**src/rtl/seg_display_scheduler_pkg.sv**
```systemverilog
// Shared FSM type, pin-level constants and ASCII-to-glyph decode for the
// four-digit multiplexed display.
package seg_pkg;

  typedef enum logic [1:0] {ST_IDLE, ST_BLANK, ST_DRIVE} state_t;

  localparam logic [6:0] SEG_BLANK = 7'h7F;
  localparam logic [3:0] AN_OFF    = 4'hF;

  localparam logic [7:0] CH_SPACE = 8'h20;
  localparam logic [7:0] CH_0 = 8'h30;
  localparam logic [7:0] CH_1 = 8'h31;
  localparam logic [7:0] CH_2 = 8'h32;
  localparam logic [7:0] CH_3 = 8'h33;
  localparam logic [7:0] CH_4 = 8'h34;
  localparam logic [7:0] CH_5 = 8'h35;
  localparam logic [7:0] CH_6 = 8'h36;
  localparam logic [7:0] CH_7 = 8'h37;
  localparam logic [7:0] CH_8 = 8'h38;
  localparam logic [7:0] CH_9 = 8'h39;
  localparam logic [7:0] CH_C = 8'h63;
  localparam logic [7:0] CH_L = 8'h6C;
  localparam logic [7:0] CH_U = 8'h75;
  localparam logic [7:0] CH_R = 8'h72;

  // Segment order is {g,f,e,d,c,b,a}, active-low; unknown codes stay dark.
  function automatic logic [6:0] char_to_seg(input logic [7:0] c);
    logic [6:0] s;
    s = SEG_BLANK;
    case (c)
      CH_0: s = 7'h40;
      CH_1: s = 7'h79;
      CH_2: s = 7'h24;
      CH_3: s = 7'h30;
      CH_4: s = 7'h19;
      CH_5: s = 7'h12;
      CH_6: s = 7'h02;
      CH_7: s = 7'h78;
      CH_8: s = 7'h00;
      CH_9: s = 7'h10;
      CH_C: s = 7'h27;
      CH_L: s = 7'h4F;
      CH_U: s = 7'h63;
      CH_R: s = 7'h2F;
      default: s = SEG_BLANK;
    endcase
    return s;
  endfunction

endpackage

```
**src/rtl/seg_display_scheduler_tick_gen.sv**
```systemverilog
// Free-running modulo-DIV counter with a one-cycle tick on its last count
// and a synchronous clear.
module tick_gen #(
  parameter int DIV = 10
) (
  input  logic                                   i_clk,
  input  logic                                   i_rst,
  input  logic                                   i_clr,
  output logic                                   o_tick,
  output logic [$clog2(DIV > 1 ? DIV : 2)-1:0]   o_count
);

  localparam int W = $clog2(DIV > 1 ? DIV : 2);

  logic [W-1:0] r_cnt;
  logic         w_last;

  assign w_last = (r_cnt == W'(DIV - 1));

  always_ff @(posedge i_clk or posedge i_rst) begin
    if (i_rst) begin
      r_cnt <= '0;
    end else if (i_clr || w_last) begin
      r_cnt <= '0;
    end else begin
      r_cnt <= r_cnt + W'(1);
    end
  end

  assign o_tick  = w_last;
  assign o_count = r_cnt;

endmodule

```
**src/rtl/seg_display_scheduler.sv**
```systemverilog
// Scans a double-buffered four-character frame onto the shared SEG/AN pins
// with per-slot dead time and per-digit blinking.
module seg_display_scheduler
  import seg_pkg::*;
#(
  parameter int CLK_HZ       = 100_000_000,
  parameter int REFRESH_HZ   = 1000,
  parameter int BLANK_CYCLES = 1000,
  parameter int BLINK_HZ     = 2
) (
  input  logic       CLOCK_100MHz,
  input  logic       RESET,
  input  logic       ENABLE,
  input  logic       WR_VALID,
  output logic       WR_READY,
  input  logic [1:0] WR_ADDR,
  input  logic [7:0] WR_CHAR,
  input  logic [3:0] BLINK_MASK,
  output logic [6:0] SEG,
  output logic [3:0] AN,
  output logic       FRAME_DONE
);

  localparam int DIGIT_CYCLES = CLK_HZ / REFRESH_HZ;
  localparam int BLINK_HALF   = CLK_HZ / (2 * BLINK_HZ);
  localparam int SLOT_W       = $clog2(DIGIT_CYCLES > 1 ? DIGIT_CYCLES : 2);
  localparam int BLINK_W      = $clog2(BLINK_HALF > 1 ? BLINK_HALF : 2);

  state_t              r_state;
  state_t              w_state_nxt;
  logic [1:0]          r_digit;
  logic                r_dirty;
  logic                r_alive;
  logic                r_blink_on;
  logic [7:0]          r_shadow [4];
  logic [7:0]          r_active [4];
  logic [3:0]          r_an;
  logic [6:0]          r_seg;
  logic [3:0]          w_an_nxt;
  logic [6:0]          w_seg_nxt;

  logic                w_slot_tick;
  logic [SLOT_W-1:0]   w_slot_cnt;
  logic                w_blink_tick;
  logic [BLINK_W-1:0]  w_blink_cnt_unused;
  logic                w_frame_end;
  logic                w_commit;
  logic                w_wr_fire;

  tick_gen #(.DIV(DIGIT_CYCLES)) u_slot (
    .i_clk   (CLOCK_100MHz),
    .i_rst   (RESET),
    .i_clr   (!ENABLE || (r_state == ST_IDLE)),
    .o_tick  (w_slot_tick),
    .o_count (w_slot_cnt)
  );

  tick_gen #(.DIV(BLINK_HALF)) u_blink (
    .i_clk   (CLOCK_100MHz),
    .i_rst   (RESET),
    .i_clr   (1'b0),
    .o_tick  (w_blink_tick),
    .o_count (w_blink_cnt_unused)
  );

  // Commit slots are known a cycle ahead, so READY is withheld exactly there.
  assign w_frame_end = (r_state == ST_DRIVE) && (r_digit == 2'd3) && w_slot_tick;
  assign w_commit    = r_dirty && ((r_state == ST_IDLE) || w_frame_end);
  assign WR_READY    = r_alive && !w_commit;
  assign w_wr_fire   = WR_VALID && WR_READY;

  always_comb begin
    w_state_nxt = r_state;
    w_an_nxt    = AN_OFF;
    w_seg_nxt   = SEG_BLANK;
    case (r_state)
      ST_IDLE:  w_state_nxt = ST_BLANK;
      ST_BLANK: if (w_slot_cnt == SLOT_W'(BLANK_CYCLES - 1)) w_state_nxt = ST_DRIVE;
      ST_DRIVE: if (w_slot_tick) w_state_nxt = ST_BLANK;
      default:  w_state_nxt = ST_IDLE;
    endcase
    if (!ENABLE) w_state_nxt = ST_IDLE;
    if (ENABLE && (r_state == ST_DRIVE)) begin
      w_seg_nxt = char_to_seg(r_active[r_digit]);
      if (r_blink_on || !BLINK_MASK[r_digit]) w_an_nxt[r_digit] = 1'b0;
    end
  end

  always_ff @(posedge CLOCK_100MHz or posedge RESET) begin
    if (RESET) begin
      r_state    <= ST_IDLE;
      r_digit    <= 2'd0;
      r_alive    <= 1'b0;
      r_blink_on <= 1'b1;
      r_an       <= AN_OFF;
      r_seg      <= SEG_BLANK;
    end else begin
      r_state <= w_state_nxt;
      r_alive <= 1'b1;
      r_an    <= w_an_nxt;
      r_seg   <= w_seg_nxt;
      if (w_blink_tick) r_blink_on <= !r_blink_on;
      if (!ENABLE || (r_state == ST_IDLE)) begin
        r_digit <= 2'd0;
      end else if ((r_state == ST_DRIVE) && w_slot_tick) begin
        r_digit <= r_digit + 2'd1;
      end
    end
  end

  always_ff @(posedge CLOCK_100MHz or posedge RESET) begin
    if (RESET) begin
      for (int i = 0; i < 4; i++) begin
        r_shadow[i] <= CH_SPACE;
        r_active[i] <= CH_SPACE;
      end
      r_dirty <= 1'b0;
    end else if (w_commit) begin
      r_active <= r_shadow;
      r_dirty  <= 1'b0;
    end else if (w_wr_fire) begin
      r_shadow[WR_ADDR] <= WR_CHAR;
      r_dirty           <= 1'b1;
    end
  end

  assign SEG        = r_seg;
  assign AN         = r_an;
  assign FRAME_DONE = w_frame_end;

endmodule

```
**config.mk**
```make
export PLATFORM = sky130hd
export DESIGN_NAME = seg_display_scheduler
export DESIGN_NICKNAME = d
export VERILOG_FILES = /design/src/rtl/seg_display_scheduler_pkg.sv /design/src/rtl/seg_display_scheduler_tick_gen.sv /design/src/rtl/seg_display_scheduler.sv
export SDC_FILE = /design/constraint.sdc
export NUM_CORES = 1
export LEC_CHECK = 0
export ABC_AREA = 1
export BUFFER_PORTS_ARGS = -buffer_cell sky130_fd_sc_hd__buf_4
export CORE_MARGIN = 1
export CORE_UTILIZATION = 60
export CTS_CLUSTER_SIZE = 8
export DETAILED_ROUTE_END_ITERATION = 12
export PLACE_DENSITY = 0.75
export SYNTH_ARGS = -nofsm -noshare
export SYNTH_HDL_FRONTEND = slang
export SYNTH_SLANG_ARGS = --single-unit
```
**constraint.sdc**
```tcl
create_clock -name CLOCK_100MHz -period 9.5 [get_ports CLOCK_100MHz]
set_input_delay 0.95 -clock CLOCK_100MHz [delete_from_list [all_inputs] [get_ports CLOCK_100MHz]]
set_output_delay 0.95 -clock CLOCK_100MHz [all_outputs]
set_load 0.005 [all_outputs]
```
# Yosys cells after proc, flatten, opt, wreduce, memory -nomap -nowiden
# Index checks and enable logic that the tools add are counted.
[totals]
ff_bits = 124
[op_classes]
add_sub_neg = 3
order_cmp = 5
eq_ne = 22
mux = 24
bitwise_logic = 4
n_reduce_logical = 22
[ops]
columns = ["cell", "n"]
rows = [
  ["case mux 7 bit (14 select lines)", 1],
  ["== test 8 x 6 -> 1 bit (second input constant)", 10],
  ["bitwise mux 32 bit", 1],
  ["== test 8 x 7 -> 1 bit (second input constant)", 4],
  ["adder 25 x 1 -> 25 bit (second input constant)", 1],
  ["== test 25 bit (second input constant)", 1],
  ["two-way mux 25 bit", 1],
  ["two-way mux 8 bit", 3],
  ["adder 17 x 1 -> 17 bit (second input constant)", 1],
  ["== test 17 x 10 -> 1 bit (second input constant)", 1],
  ["== test 17 bit (second input constant)", 1],
  ["two-way mux 17 bit", 1],
  ["binary-select mux 8 bit (select 2 bit)", 1],
  ["demux 8 bit (select 2 bit)", 1],
  ["two-way mux 2 bit", 5],
  ["logical AND 1 bit", 9],
  ["two-way mux 4 bit", 2],
  ["two-way mux 7 bit", 1],
  [">= comparator 3 bit (second input constant)", 2],
  ["inverter 2 -> 3 bit", 2],
  ["case mux 2 bit (3 select lines)", 1],
  ["== test 2 bit (second input constant)", 2],
  ["zero test 1 bit", 4],
  ["logical OR 1 bit", 4],
  ["other kinds (15)", 20],
]

# Depth between registers and ports, before layout
[depth]
word_depth = 10
ltp_mapped = 14

# Modules after synthesis
# A second synthesis with hierarchy kept.
[hier_totals]
hier_cells = 832
area_unflattened_um2 = 6497.5
[modules_own_cells]
columns = ["mod", "n_inst", "cells_per_inst", "area_each_um2"]
rows = [
  ["seg_display_scheduler", 1, 484, 3892.5],
  ["tick_gen (u_blink)", 1, 216, 1572.8],
  ["tick_gen (u_slot)", 1, 132, 1032.2],
]

# Worst setup path before layout
# Ideal clock, no wire load.
[synth_timing]
kind = "register -> output"
from = "reg r_digit[0]"
to = "out WR_READY"
t_arrival_ns = 1.432
t_required_ns = 8.550
slack_ns = 7.118
path_stages_with_launch = 9
path_cell_list = "dfrtp_1 -> ha_1 -> inv_1 -> nor2_1 -> nand4_1 -> nand2_1 -> a21boi_1 -> buf_2 -> buf_2"
[synth_via]
elab_chain_cells = 7
[synth_lines]
columns = ["item", "line_no", "source"]
rows = [
  ["start, declared", "seg_display_scheduler.sv:31", "logic [1:0] r_digit;"],
  ["start signal, assigned", "seg_display_scheduler.sv:106", "r_digit <= r_digit + 2'd1;"],
  ["== test 2 bit", "seg_display_scheduler.sv:67", "assign w_frame_end = (r_state == ST_DRIVE) && (r_digit == 2'd3) && w_slot_tick;"],
  ["logical AND 1 bit (2 in a row)", "seg_display_scheduler.sv:67", ""],
  ["logical OR 1 bit", "seg_display_scheduler.sv:68", "assign w_commit = r_dirty && ((r_state == ST_IDLE) || w_frame_end);"],
  ["logical AND 1 bit", "seg_display_scheduler.sv:68", ""],
  ["zero test 1 bit", "seg_display_scheduler.sv:69", "assign WR_READY = r_alive && !w_commit;"],
  ["logical AND 1 bit", "seg_display_scheduler.sv:69", ""],
  ["end, declared", "seg_display_scheduler.sv:15", "output logic WR_READY,"],
]
# Every way passes these cells.

# Final worst setup path
# Same ends and word-level chain as after synthesis.

==> flow_metrics.env <==
export IMPL_place_congestion=0.9254
export IMPL_synth_area_per_cell_um2=7.700
export IMPL_diodes=0
export IMPL_dp_slack_ns=6.022
export IMPL_crit_path_max_incr_delay_ns=0.87
export IMPL_wl_mm=14.29
export IMPL_viasPerCell=5.588
export IMPL_vias=5510
export IMPL_rr_endpoint="r_active[7]"
export IMPL_critPathMaxFanout=38
export IMPL_grt_pass1_wl_mm=25.01
export IMPL_worst_slack_ns=5.955
export IMPL_place_inst=954
export IMPL_crit_path_end_kind="output port"
export IMPL_clock_root_buffer="clkbuf_8"
export IMPL_synth_top_area_share_pct=41.68
export IMPL_ys_seq_elements=124
export IMPL_grt_overflow=0
export IMPL_ys_warn_count=0
export IMPL_synth_area_leaders="dfrtp_1 42%, nand2_1 17%, dfstp_2 8.4%"
export IMPL_fmax_mhz=282.1
export IMPL_rows=36
export IMPL_cts_resized=0
export IMPL_ant_nets=0
export IMPL_whs_ns=0.4597
export IMPL_slew_viol_final=0
export IMPL_fillers=779
export IMPL_async_flop_share_pct=100.0
export IMPL_start_util_pct=63.02
export IMPL_final_cells=986
export IMPL_drive_gt1_share_pct=10.79
export IMPL_ir_drop_mv=0.1692
export IMPL_startpoint_type="flop"
export IMPL_antenna_found_initial=0
export IMPL_post_dp_hpwl_mm=9.603
export IMPL_ctsHoldBuffers=0
export IMPL_slew_headroom_pct=35.85
export IMPL_synth_distinct_cells=35
export IMPL_r2r_cells=8
export IMPL_yosysTopAreaCell="dfrtp_1"
export IMPL_clkLatencyLatePin_ns=0.53
export IMPL_finalHoldViolations=0
export IMPL_ioPinCount=31
export IMPL_first_iter_violations=340
export IMPL_layout_min_cycle_time_ns=3.545
export IMPL_rsz0062_at_grt="false"
export IMPL_port_buffers=30
export IMPL_crit_type="flop to output port"
export IMPL_min_period_over_period_pct=37.32
export IMPL_syn_inst=811
export IMPL_grt_pass1_vias=5401
export IMPL_syn_cell_area_um2=6245
export IMPL_area_growth_pct=15.25
export IMPL_clockBufferDepth=2
export IMPL_first_pass_iters=5
export IMPL_final_nets=864
export IMPL_grt_start_max_net_pins=72
export IMPL_power_leakage_nw=3.510
export IMPL_slowest_stage="dfrtp_1"
export IMPL_gr_usage_all_layers_pct=29.12
export IMPL_synth_net_count=835
export IMPL_cts_tree="built"
export IMPL_powerDensity_nw_per_um2=233.5
export IMPL_min_path_cells=1
export IMPL_cp_arrival_ns=2.60
export IMPL_tightestPinTransition_ns=0.9563
export IMPL_seq_area_frac_synth_pct=50.09
export IMPL_rrSetupSlack_ns=6.04
export IMPL_stdcell_area_um2=7197
export IMPL_min_to="u_slot.o_count[0]"
export IMPL_cts_reportedPaths_clkPinSlew_ns=0.06
export IMPL_wl_per_cell_um=14.49
export IMPL_synth_edf_count=0
export IMPL_final_seq_area_um2=3128
export IMPL_min_path_type="flop to flop"
export IMPL_worst_hold_startpoint="u_slot.o_count[0]"
export IMPL_critical_path_cell_chain="ha_1, inv_1, nor2_1, nand4_1, nand2_1, a21boi_2, buf_4, buf_4"
export IMPL_path_common_cell="buf_4"
export IMPL_dieArea_um2=10820
export IMPL_cts_made_buffers=17
export IMPL_remaining_drc_errors=0
export IMPL_max_cap_viol_count=0
export IMPL_r2r_start="r_digit[0]"
export IMPL_die_y_um=104.0
export IMPL_multi_input_area_um2=2726
export IMPL_outcome="complete, no violations"
export IMPL_fin_skew_ns=0.006954
export IMPL_fp_dieW_um=104.0
export IMPL_dpl_cell_area_um2=6549
export IMPL_ys_flop_type="dfrtp_1"
export IMPL_coreArea_um2=9910
export IMPL_cts_sink_count=124
export IMPL_required_ns=8.55
export IMPL_setup_tns_ns=0
export IMPL_final_setup_viol_count=0
export IMPL_cts_htree_levels=4
export IMPL_post_cts_buffers=0
sequential cells by signal (all words and copies together), names as in the netlist:
register / count
r_active: 32
r_shadow: 32
u_blink.o_count: 25
u_slot.o_count: 17
SEG: 7
AN: 4
r_digit: 2
r_state: 2
r_alive: 1
r_blink_on: 1
r_dirty: 1
area by class of cell:
class	instances	share of cell area [%]
Sequential cell	124	43.46
Multi-Input combinational cell	589	37.88
Clock buffer	22	6.433
Inverter	76	3.999
Timing Repair Buffer	32	3.338
Clock inverter	10	2.573
Tap cell	133	2.312
per-stage QoR:
step                utilization, %  power, mW
CTS                          72.63      1.686
global placement             66.09     0.9693
global route                 72.63      1.769
finish                       72.63      1.680
floorplan                        -     0.9043
detailed placement           66.09     0.9777
cells by family after synthesis:
family / synth area share (%)
simple gates: 35.84
fa+ha+maj: 1.202
xor+xnor: 2.244
compound gates: 4.248
other cells: 0.06005
flops: 50.09
buf+inv: 6.312
worst max path at each step:
stage,start,slack [ns],depth (start not counted),end
global route,r_digit[0],5.57,8,r_active[15]
CTS,r_digit[0],5.94,8,WR_READY
global placement,r_digit[0],6.19,8,r_active[13]
detailed placement,r_digit[0],6.02,8,r_active[7]
finish,r_digit[0],5.95,8,WR_READY
floorplan,RESET,5.28,1,r_active[0]
per-layer routing:
layer | share of wire [%] | GRT usage [%] | up-vias
met1 | 43 | 36.98 | 2608
met4 | 3.2 | 13.78 | 0
li1 | - | - | 2701
met2 | 50 | 47.57 | 165
met3 | 4.6 | 6.391 | 36
met5 | 0 | 0 | -
critical path: cells and delay by family, from the launching register on:
kind / cells / cell delay (ns)
AND/OR/NAND/NOR: 3 / 0.36
flip-flops: 1 / 0.87
AO/OA/AOI/OAI: 1 / 0.06
buffers and inverters: 3 / 0.48
adder cells (fa/ha/maj): 1 / 0.29
synth_stat cells (2+ instances only):
| cell type | instances |
|---|---|
| nand2_1 | 288 |
| dfrtp_1 | 104 |
| nor2_1 | 78 |
| inv_1 | 71 |
| nand3_1 | 52 |
| nand4_1 | 47 |
| nor3_1 | 32 |
| o21ai_0 | 25 |
| dfstp_2 | 20 |
| a21oi_1 | 12 |
| buf_2 | 12 |
| xor2_1 | 12 |
| nor4_1 | 8 |
| clkbuf_1 | 6 |
| ha_1 | 6 |
| o21ai_1 | 4 |
| xnor2_1 | 4 |
| a31oi_1 | 3 |
| inv_2 | 3 |
| nor3b_1 | 3 |
| o22ai_1 | 3 |
| buf_1 | 2 |
| clkinv_1 | 2 |
| nand3b_1 | 2 |
| o21a_1 | 2 |
power by group:
group | switching (mW) | total [mW] | internal [mW]
Clock | 0.229 | 0.703 | 0.474
Combinational | 0.186 | 0.273 | 0.0878
Sequential | 0.0605 | 0.704 | 0.643
Total | 0.475 | 1.68 | 1.21
placed cells by master (no fill, tap or decap), drive strengths merged, types with 2 or more instances in the layout:
cell type	count
o21ai	29
buf	32
o21a	2
o22ai	3
a21oi	12
inv	75
a31oi	3
dfstp	20
nand3b	2
clkbuf	22
xnor2	4
nor2	79
clkinv	5
xor2	12
ha	6
nor4	8
bufinv	5
nand2	289
nor3b	3
nor3	34
nand3	53
nand4	47
dfrtp	104
No activity file was read; power rests on OpenSTA's default activity.
